### src/rtl/regfile_dump_reader_if.sv
`default_nettype none
// ============================================================================
// Module      : regfile_dump_reader_if
// Description : Valid/ready output stream of the register-file dump reader.
//               Each beat carries one register value and its address.
//   master : out_data, out_addr, out_valid driven; out_ready sampled
//   slave  : out_data, out_addr, out_valid sampled; out_ready driven
// Revision    : 1.0 - initial release
// ============================================================================
interface regfile_dump_reader_if #(
  parameter int AW = 5,
  parameter int DW = 64
);
  logic [DW-1:0] out_data;
  logic [AW-1:0] out_addr;
  logic          out_valid;
  logic          out_ready;

  modport master (
    output out_data,
    output out_addr,
    output out_valid,
    input  out_ready
  );

  modport slave (
    input  out_data,
    input  out_addr,
    input  out_valid,
    output out_ready
  );
endinterface
`default_nettype wire

### src/rtl/regfile_dump_reader.sv
`default_nettype none
// ============================================================================
// Module      : regfile_dump_reader
// Description : Read-side initiator for the 32x64 register file. On start it
//               walks [first_addr, last_addr] through one combinational read
//               port and streams (address, value) pairs over a valid/ready
//               interface, then pulses done for one cycle.
// Ports       : clk        - system clock, rising edge
//               rst        - asynchronous reset, active low
//               start      - begin a dump (ignored while busy)
//               first_addr - first register of range, latched on start
//               last_addr  - last register of range (inclusive)
//               ra / rd    - regfile read address / combinational read data
//               out        - stream master (out_data/out_addr/out_valid/out_ready)
//               busy       - dump in progress
//               done       - one-cycle pulse after the final handshake
// Options     : DUMP_SKIP_ZERO_EN - when defined, registers reading zero are
//               skipped rather than emitted.
// Revision    : 1.0 - initial release
// ============================================================================
module regfile_dump_reader #(
  parameter int AW = 5,
  parameter int DW = 64
) (
  input  logic                  clk,
  input  logic                  rst,
  input  logic                  start,
  input  logic [AW-1:0]         first_addr,
  input  logic [AW-1:0]         last_addr,
  output logic [AW-1:0]         ra,
  input  logic [DW-1:0]         rd,
  regfile_dump_reader_if.master out,
  output logic                  busy,
  output logic                  done
);

  typedef enum logic [1:0] {
    S_IDLE   = 2'd0,
    S_STREAM = 2'd1,
    S_DRAIN  = 2'd2
  } state_t;

  state_t        r_state, w_state;
  logic [AW-1:0] r_cur, w_cur;
  logic [AW-1:0] r_last, w_last;
  logic [AW-1:0] r_addr, w_addr;
  logic [DW-1:0] r_data, w_data;
  logic          r_valid, w_valid;
  logic          r_busy, w_busy;
  logic          r_done, w_done;
  logic          w_load;
  logic          w_skip;

  always_ff @(posedge clk or negedge rst) begin
    if (!rst) begin
      r_state <= S_IDLE;
      r_cur   <= '0;
      r_last  <= '0;
      r_addr  <= '0;
      r_data  <= '0;
      r_valid <= 1'b0;
      r_busy  <= 1'b0;
      r_done  <= 1'b0;
    end else begin
      r_state <= w_state;
      r_cur   <= w_cur;
      r_last  <= w_last;
      r_addr  <= w_addr;
      r_data  <= w_data;
      r_valid <= w_valid;
      r_busy  <= w_busy;
      r_done  <= w_done;
    end
  end

  always_comb begin
    w_state = r_state;
    w_cur   = r_cur;
    w_last  = r_last;
    w_addr  = r_addr;
    w_data  = r_data;
    w_valid = r_valid;
    w_busy  = r_busy;
    w_done  = 1'b0;
    // Output register may take a new word when empty or being drained now.
    w_load  = !r_valid || out.out_ready;
`ifdef DUMP_SKIP_ZERO_EN
    w_skip  = (rd == '0);
`else
    w_skip  = 1'b0;
`endif

    case (r_state)
      S_IDLE: begin
        if (start) begin
          if (first_addr <= last_addr) begin
            w_cur   = first_addr;
            w_last  = last_addr;
            w_busy  = 1'b1;
            w_state = S_STREAM;
          end else begin
            // Empty range: report completion without ever becoming busy.
            w_done = 1'b1;
          end
        end
      end

      S_STREAM: begin
        if (w_skip) begin
          // A skipped address never needs the output slot, so the walk keeps
          // going even under backpressure; a held word may still drain.
          if (r_valid && out.out_ready) begin
            w_valid = 1'b0;
          end
          if (r_cur == r_last) begin
            w_state = S_DRAIN;
          end else begin
            w_cur = r_cur + AW'(1);
          end
        end else if (w_load) begin
          w_data  = rd;
          w_addr  = r_cur;
          w_valid = 1'b1;
          // cur parks on last so ra keeps pointing at it during DRAIN.
          if (r_cur == r_last) begin
            w_state = S_DRAIN;
          end else begin
            w_cur = r_cur + AW'(1);
          end
        end
      end

      S_DRAIN: begin
        if (w_load) begin
          w_valid = 1'b0;
          w_done  = 1'b1;
          w_busy  = 1'b0;
          w_state = S_IDLE;
        end
      end

      default: begin
        w_state = S_IDLE;
      end
    endcase
  end

  assign ra            = r_cur;
  assign out.out_data  = r_data;
  assign out.out_addr  = r_addr;
  assign out.out_valid = r_valid;
  assign busy          = r_busy;
  assign done          = r_done;

endmodule
`default_nettype wire

### src/flat_wrapper.sv
// flat-port wrapper written by rule: the top's interface ports become plain ports
module regfile_dump_reader_flat 
#(
  parameter int AW = 5,
  parameter int DW = 64
)
  (clk, rst, start, first_addr, last_addr, ra, rd, busy, done, out_out_data, out_out_addr, out_out_valid, out_out_ready);
  regfile_dump_reader_if #(.AW(AW), .DW(DW)) out_i ();
  input  logic clk;
  input  logic rst;
  input  logic start;
  input  logic [AW-1:0] first_addr;
  input  logic [AW-1:0] last_addr;
  output logic [AW-1:0] ra;
  input  logic [DW-1:0] rd;
  output logic busy;
  output logic done;
  output wire logic [$bits(out_i.out_data)-1:0] out_out_data;
  output wire logic [$bits(out_i.out_addr)-1:0] out_out_addr;
  output wire logic [$bits(out_i.out_valid)-1:0] out_out_valid;
  input wire logic [$bits(out_i.out_ready)-1:0] out_out_ready;
  assign out_out_data = out_i.out_data;
  assign out_out_addr = out_i.out_addr;
  assign out_out_valid = out_i.out_valid;
  assign out_i.out_ready = out_out_ready;
  regfile_dump_reader #(.AW(AW), .DW(DW)) u_core (.clk(clk), .rst(rst), .start(start), .first_addr(first_addr), .last_addr(last_addr), .ra(ra), .rd(rd), .out(out_i), .busy(busy), .done(done));
endmodule
### config.mk
export PLATFORM = sky130hd
export DESIGN_NAME = regfile_dump_reader_flat
export DESIGN_NICKNAME = d
export VERILOG_FILES = /design/src/rtl/regfile_dump_reader_if.sv /design/src/rtl/regfile_dump_reader.sv /design/src/flat_wrapper.sv
export SDC_FILE = /design/constraint.sdc
export NUM_CORES = 1
export LEC_CHECK = 0
export CAP_MARGIN = 15
export CELL_PAD_IN_SITES_DETAIL_PLACEMENT = 2
export CELL_PAD_IN_SITES_GLOBAL_PLACEMENT = 2
export CORE_MARGIN = 10
export CORE_UTILIZATION = 26
export DETAILED_ROUTE_END_ITERATION = 16
export GPL_ROUTABILITY_DRIVEN = 1
export PLACE_DENSITY_LB_ADDON = 0.15
export SLEW_MARGIN = 20
export SYNTH_ARGS = -nofsm -noshare
export SYNTH_HDL_FRONTEND = slang
export SYNTH_SLANG_ARGS = --single-unit
### constraint.sdc
create_clock -name clk -period 2 [get_ports clk]
set_input_delay 0.3 -clock clk [delete_from_list [all_inputs] [get_ports clk]]
set_output_delay 0.3 -clock clk [all_outputs]
set_load 0.02 [all_outputs]
==> impl_metrics.py <==
metrics = {
    "critical_path": {
        "cp.arrival_ps": 2190,
        "path_max_fanout": 6,
        "critical_path_class": "input pin to register",
        "startpoint_type": "input pin",
        "required_ps": 2220,
        "crit_path_end_kind": "register",
    },
    "global_routing": {
        "grt_pass1_wl_mm": 17.6,
        "overflow": 0,
        "grt_usage": 0.126,
        "antenna_found_initial": 0,
        "grt_pass1_vias": 3019,
        "grt_max_degree": 39,
    },
    "route": {
        "drtAntennaViolNets": 0,
        "route.detailed.drc": 0,
        "drt_iter0_drc": 92,
        "via_per_inst": 4.42,
        "vias": 2663,
        "totalWireLength_mm": 11.8,
        "avgRoutedWirePerCell_um": 19.5,
        "dr.pass1.iters": 3,
    },
    "cts": {
        "cts_buffers": 9,
        "root_buffer": "clkbuf_16",
        "clock_path_buffers": 2,
        "clock_sinks": 84,
        "cts_tree": "built",
        "insertion_delay_ps": 340,
        "clk_pin_slew_ps": 60,
        "htreeDepth": 3,
    },
    "power_and_ir_drop": {
        "power_leakage_nw": 2.38,
        "power_density_mw_per_mm2": 1630,
        "peakVddDrop_uv": 480,
    },
    "run_status": {
        "status": "finished clean",
    },
    "yosys": {
        "synth_top_area_frac": 0.600,
        "synth_common_cells": "dfrtp_1 (84), mux2_2 (74), nand2_1 (11)",
        "synth_edf_count": 0,
        "yosysTopAreaCell": "dfrtp_1",
        "syn-cell-area_sq_mm": 0.00351,
        "ys_types": 33,
        "ys_seq_area_frac": 0.600,
        "syn_area_per_cell_sq_um": 14.3,
        "yosys_warnings": 0,
        "synthCells": 245,
        "synth_nets": 329,
        "synth-seq-cells": 84,
        "synth.area.top_cells": "dfrtp_1 (60%), mux2_2 (24%), ha_1 (2.1%)",
        "ys_async_sr_fraction": 1.00,
        "synth.most_common_cell": "dfrtp_1",
        "synth_ff_type": "dfrtp_1",
    },
    "timing": {
        "setup_viol": 0,
        "slew_headroom": 0.646,
        "fin_skew_ps": 3.70,
        "timing.final.crit_share": 0.982,
        "min_period_ps": 1960,
        "hold_viol_final": 0,
        "fin_hold_ws_ps": 247,
        "fmax_mhz": 509,
        "finalMaxSlewViolations": 0,
        "worstMarginPinSlew_ps": 531,
    },
    "job": {
        "cap_violations": 0,
    },
    "placed_design": {
        "port_buffers": 154,
        "gp_congestion": 0.723,
        "dp_hpwl_mm": 9.31,
        "dp.cells": 584,
    },
    "final_layout": {
        "fin_nets": 505,
        "drive_above_1_share": 0.279,
        "antenna_cells": 0,
        "instances_no_fill": 602,
        "areaGrowthSynthToFinish_pct": 64.3,
    },
    "floorplanning": {
        "die_h_um": 136,
        "start_util": 0.265,
        "coreArea_sq_mm": 0.0132,
        "die_w_um": 136,
        "die-area_sq_mm": 0.0185,
        "pin_count": 155,
        "rows": 42,
    },
    "worst_hold_path": {
        "hold_path.class": "input pin to register",
    },
}
## per-layer routing
| metal | vias to the layer above | GRT usage | routed length [um] |
|---|---|---|---|
| met4 | 0 | 0.0479 | 175 |
| met1 | 1332 | 0.145 | 4950 |
| met3 | 11 | 0.0443 | 790 |
| met5 | - | 0 | 0 |
| li1 | 1224 | - | - |
| met2 | 96 | 0.210 | 5840 |
## power breakdown
group	total [mW]	switching [mW]	internal (mW)	leakage, nW
logic	4.66	2.22	2.43	1.25
registers	3.03	0.504	2.53	0.978
clock network	1.72	0.685	1.04	0.150
## through the flow
| step | util | power, mW | TNS [ps] | worst slack (ps) | cell area (sq um) |
|---|---|---|---|---|---|
| floorplan | - | 5.39 | 0 | 252 | 3510 |
| global placement | 0.407 | 7.64 | -3070 | -284 | 5390 |
| detailed placement | 0.407 | 7.82 | -3480 | -347 | 5390 |
| CTS | 0.431 | 9.60 | 0 | 27.9 | 5700 |
| global route | 0.435 | 10.0 | -243 | -45.0 | 5760 |
| finish | 0.435 | 9.41 | 0 | 36.3 | 5760 |
## worst max-delay path, stage by stage
cell and delay (ps):
clkdlybuf4s50_1 470, inv_1 40, ha_1 300, nand4_1 160
or2_4 300, a21oi_2 130, buf_6 140, mux2_2 340
## registers in the layout, summed over array words and instances, names as in the netlist
register	flops
u_core.out.out_data	64
u_core.out.out_addr	5
u_core.r_last	5
u_core.ra	5
u_core.r_state	2
u_core.busy	1
u_core.done	1
u_core.out.out_valid	1
## path summary, 6_finish.rpt
kind	depth (start not counted)	slack (ps)	from	end
worst min-delay path	2	250	last_addr[1]	u_core.r_last[1]$_DFFE_PN0P_
worst max register to register	5	190	u_core.r_state[0]$_DFFE_PN0P_	u_core.ra[2]$_DFFE_PN0P_
worst max-delay path	8	40	last_addr[2]	u_core.r_last[0]$_DFFE_PN0P_
worst min register to register	1	500	u_core.out.out_data[11]$_DFFE_PN0P_	u_core.out.out_data[11]$_DFFE_PN0P_
max in group asynchronous	3	960	rst	u_core.out.out_data[13]$_DFFE_PN0P_
min in group asynchronous	2	470	rst	u_core.out.out_data[43]$_DFFE_PN0P_
## kinds of logic after synthesis
group | share of synthesized area
XOR/XNOR | 0.0125
flip-flops | 0.600
buffers and inverters | 0.0246
multiplexers | 0.238
AND/OR/NAND/NOR | 0.0532
AO/OA/AOI/OAI | 0.0510
adder cells (fa/ha/maj) | 0.0214
## layout by cell type (no fill, tap or decap), types with 2 or more instances in the layout
cell type        instances
a21oi_1                  7
nand2b_1                 3
o21ai_0                  2
dlymetal6s2s_1           2
clkdlybuf4s50_1        151
clkbuf_16                9
xor2_1                   5
buf_4                   15
nand2_1                 11
buf_6                    2
mux2_2                  74
dfrtp_1                 84
o22ai_1                  3
nor2b_1                  2
clkbuf_1                 2
nor2_1                   4
ha_4                     2
ha_1                     4
a31oi_1                  4
nand4_1                  3
clkbuf_8                 2
inv_1                    8
nand3_1                  2
buf_12                   3
## final cells by class
| cell class | count | area [sq um] |
|---|---|---|
| clock buffer | 13 | 260 |
| clock inverter | 3 | 43.8 |
| fill | 1367 | 7480 |
| inverter | 8 | 30.0 |
| multi-input combinational | 143 | 1360 |
| sequential | 84 | 2100 |
| tap | 176 | 220 |
| timing repair buffer | 175 | 1750 |
## what timing repair did
| action | CTS | global route |
|---|---|---|
| endpoints found under the hold margin | 35 | 0 |
| setup endpoints to repair | 0 | 11 |
| buffers inserted | 0 | 0 |
| hold buffers | 1 | 0 |
| gates resized for setup | 0 | 9 |
No activity file was read; power rests on OpenSTA's default activity.
==> patch (same settings) <==
The 3 states of `state_t` get a one-hot encoding in 3 bits.
--- a/src/rtl/regfile_dump_reader.sv
+++ b/src/rtl/regfile_dump_reader.sv
@@ -34,10 +34,10 @@
   output logic                  done
 );
 
-  typedef enum logic [1:0] {
-    S_IDLE   = 2'd0,
-    S_STREAM = 2'd1,
-    S_DRAIN  = 2'd2
+  typedef enum logic [2:0] {
+    S_IDLE   = 3'b001,
+    S_STREAM = 3'b010,
+    S_DRAIN  = 3'b100
   } state_t;
 
   state_t        r_state, w_state;
Function: same outputs for any inputs over 4 cycles, from zero or initial values and one cycle with rst low; so few cycles prove little.
==> patch against the original RTL <==
  * Worst setup slack better by 88 ps
  * Routed wire length is 0.43% lower
  * Non-clock buffer count is 6 higher
  * Largest power group unchanged
  * Hold slack better by 1.1 ps
  * Sequential share of layout area is 0.66 points lower
  * Combinational power is 3% lower
  * Design area is 3.1% higher
  * First-iteration DRC count is 21% lower
  * Synthesized area is 2.1% higher
  * Sequential cell count is 1 higher
  * Fmax is 4.7% higher
  * Via count is 3.5% higher
  * Critical path type unchanged
  * Total power is 0.37% lower
==> patch: results (changes against the original RTL) <==
* Status: complete, no violations
* Layout fillers at 1385 (+1.3%)
* Layout cells sized above 1 at 30.8% (+2.9 points)
* Gpl congestion at 0.776 (+7.3%)
* Met2 Wirelength at 5800 um (-0.67%)
* Clock-cell share of area at 5.62% (+0.35 points)
* Count of multi-input gates at 148 (+3.5%)
* Peak supply drop at 0.730 mV (+52%)
* Register area share after synthesis at 59.4% (-0.52 points)
* Fin nets at 517 (+2.4%)
* Number of signal-net buffers in the layout at 181 (+3.4%)
* Static leakage power at 2.55 nW (+7.1%)
* Tightest Pin Transition at 526 ps (-5.12 ps)
* CTS Sinks at 85 (+1.2%)
* Seq pwr share at 32.1% (about the same)
* Largest cells by area after synthesis: dfrtp_1 59%, mux2_2 23%, ha_1 2.1%
* Xor/xnor share of the synthesized area at 1.22% (-0.026 points)
* Initial antenna violation count at 0 (unchanged)
* Non-clock buffering overhead at 30.3% (-0.078 points)
* Crit path max fanout at 5 (-1)
* Number of global-route vias before repair at 3165 (+4.8%)
* Total track usage at 12.7% (+0.12 points)
* Switch Pwr at 3.26 mW (-4.6%)
* Sequential cell area at 2130 um2 (+1.2%)
* CTS Root Cell: clkbuf_16
* First-pass DRT Iterations at 4 (+1)
* Core area at 13300 um2 (+0.79%)
* Via count at 2755 (+3.5%)
* Fraction of area in multi-input gates at 24.1% (+0.53 points)
* Placed insts at 595 (+1.9%)
* Final Non-Filler Cells at 614 (+2.0%)
* Met3 WL post-DR at 1320 um (+67%)
* Hpwl dp at 9120 um (-2.0%)
* Clk_skew at 6.89 ps (+3.19 ps)
* Distinct cells, synth at 43 (+30%)
* Top cells by count, synth: 84 x dfrtp_1, 73 x mux2_2, 8 x buf_2, 8 x inv_1, 7 x nor2_1
* Critical path's largest stage delay at 540 ps (+70 ps)
* Met1 Wirelength at 4440 um (-10%)
* Post-synthesis area per instance at 14.3 um2 (-0.30%)
* Syn_nets at 335 (+1.8%)
* WL/cell at 19.1 um (-2.4%)
* Proportion of synthesized area in mux cells at 23.4% (-0.39 points)
* CLK BUF at 11 (-2)
* Clk slew on worst S/H paths at 60 ps (about the same)
* Area of the multi-input gates at 1430 um2 (+5.4%)
* Synth Area in Adders at 2.10% (-0.045 points)
* Arr. time, crit path at 2100 ps (-90 ps)
* Pwr dens at 1580 nW/um2 (-3.4%)
* Comb pwr at 4.53 mW (-3%)
* First-pass GRT wire length at 18100 um (+2.9%)
* Pin count of the biggest net entering global routing at 48 (+23%)
* Compound-Gate Fraction of Synth Area at 5.42% (+0.31 points)
* DR iter-0 viols at 73 (-21%)
* Area post-placement at 5510 um2 (+2.3%)
## patch: changes by cell type after synthesis, moves of 3 or more
cell / unedited run / this run
nand2_1: 11 / 5
a2bb2oi_1: 0 / 3
xnor2_1: 0 / 4
and3_1: 0 / 3
nor3_1: 1 / 4
xor2_1: 5 / 1
nor2_1: 4 / 7
o21ai_0: 2 / 6
## patch: through the flow
| step | TNS [ps] | setup slack (ps) |
|---|---|---|
| final | 0 | 124 |
| after global routing | 0 | 21.6 |
| after CTS | 0 | 1.75 |
| after detailed placement | -4220 | -408 |
| after global placement | -3450 | -353 |
| after floorplan | 0 | 91.3 |
## patch: what timing repair did
item / 4_1_cts / 5_1_grt
setup buffers: 0 / 2
hold buffers: 1 / 0
endpoints found under the setup margin: 9 / 11
gates cloned: 0 / 0
hold endpoints to repair: 35 / 0
pin swaps: 2 / 1
gates resized for setup: 2 / 12
## patch: worst paths after layout
path	startpoint	end	slack, ps	depth (start not counted)
hold / removal	last_addr[3]	u_core.r_last[3]$_DFFE_PN0P_	250	2
setup reg to reg	u_core.r_state[0]$_DFFE_PN1P_	u_core.ra[1]$_DFFE_PN0P_	140	5
min in group asynchronous	rst	u_core.out.out_data[60]$_DFFE_PN0P_	460	2
hold reg to reg	u_core.out.out_addr[0]$_DFFE_PN0P_	u_core.out.out_addr[0]$_DFFE_PN0P_	500	2
setup / recovery	first_addr[1]	u_core.r_last[1]$_DFFE_PN0P_	120	8
max in group asynchronous	rst	u_core.out.out_data[9]$_DFFE_PN0P_	850	3
## patch: metal layers
layer | GRT usage [%] | up-vias
li1 | - | 1255
met1 | 13.2 | 1399
met2 | 20.9 | 89
met3 | 7.61 | 12
met4 | 4.22 | 0
met5 | 0 | -
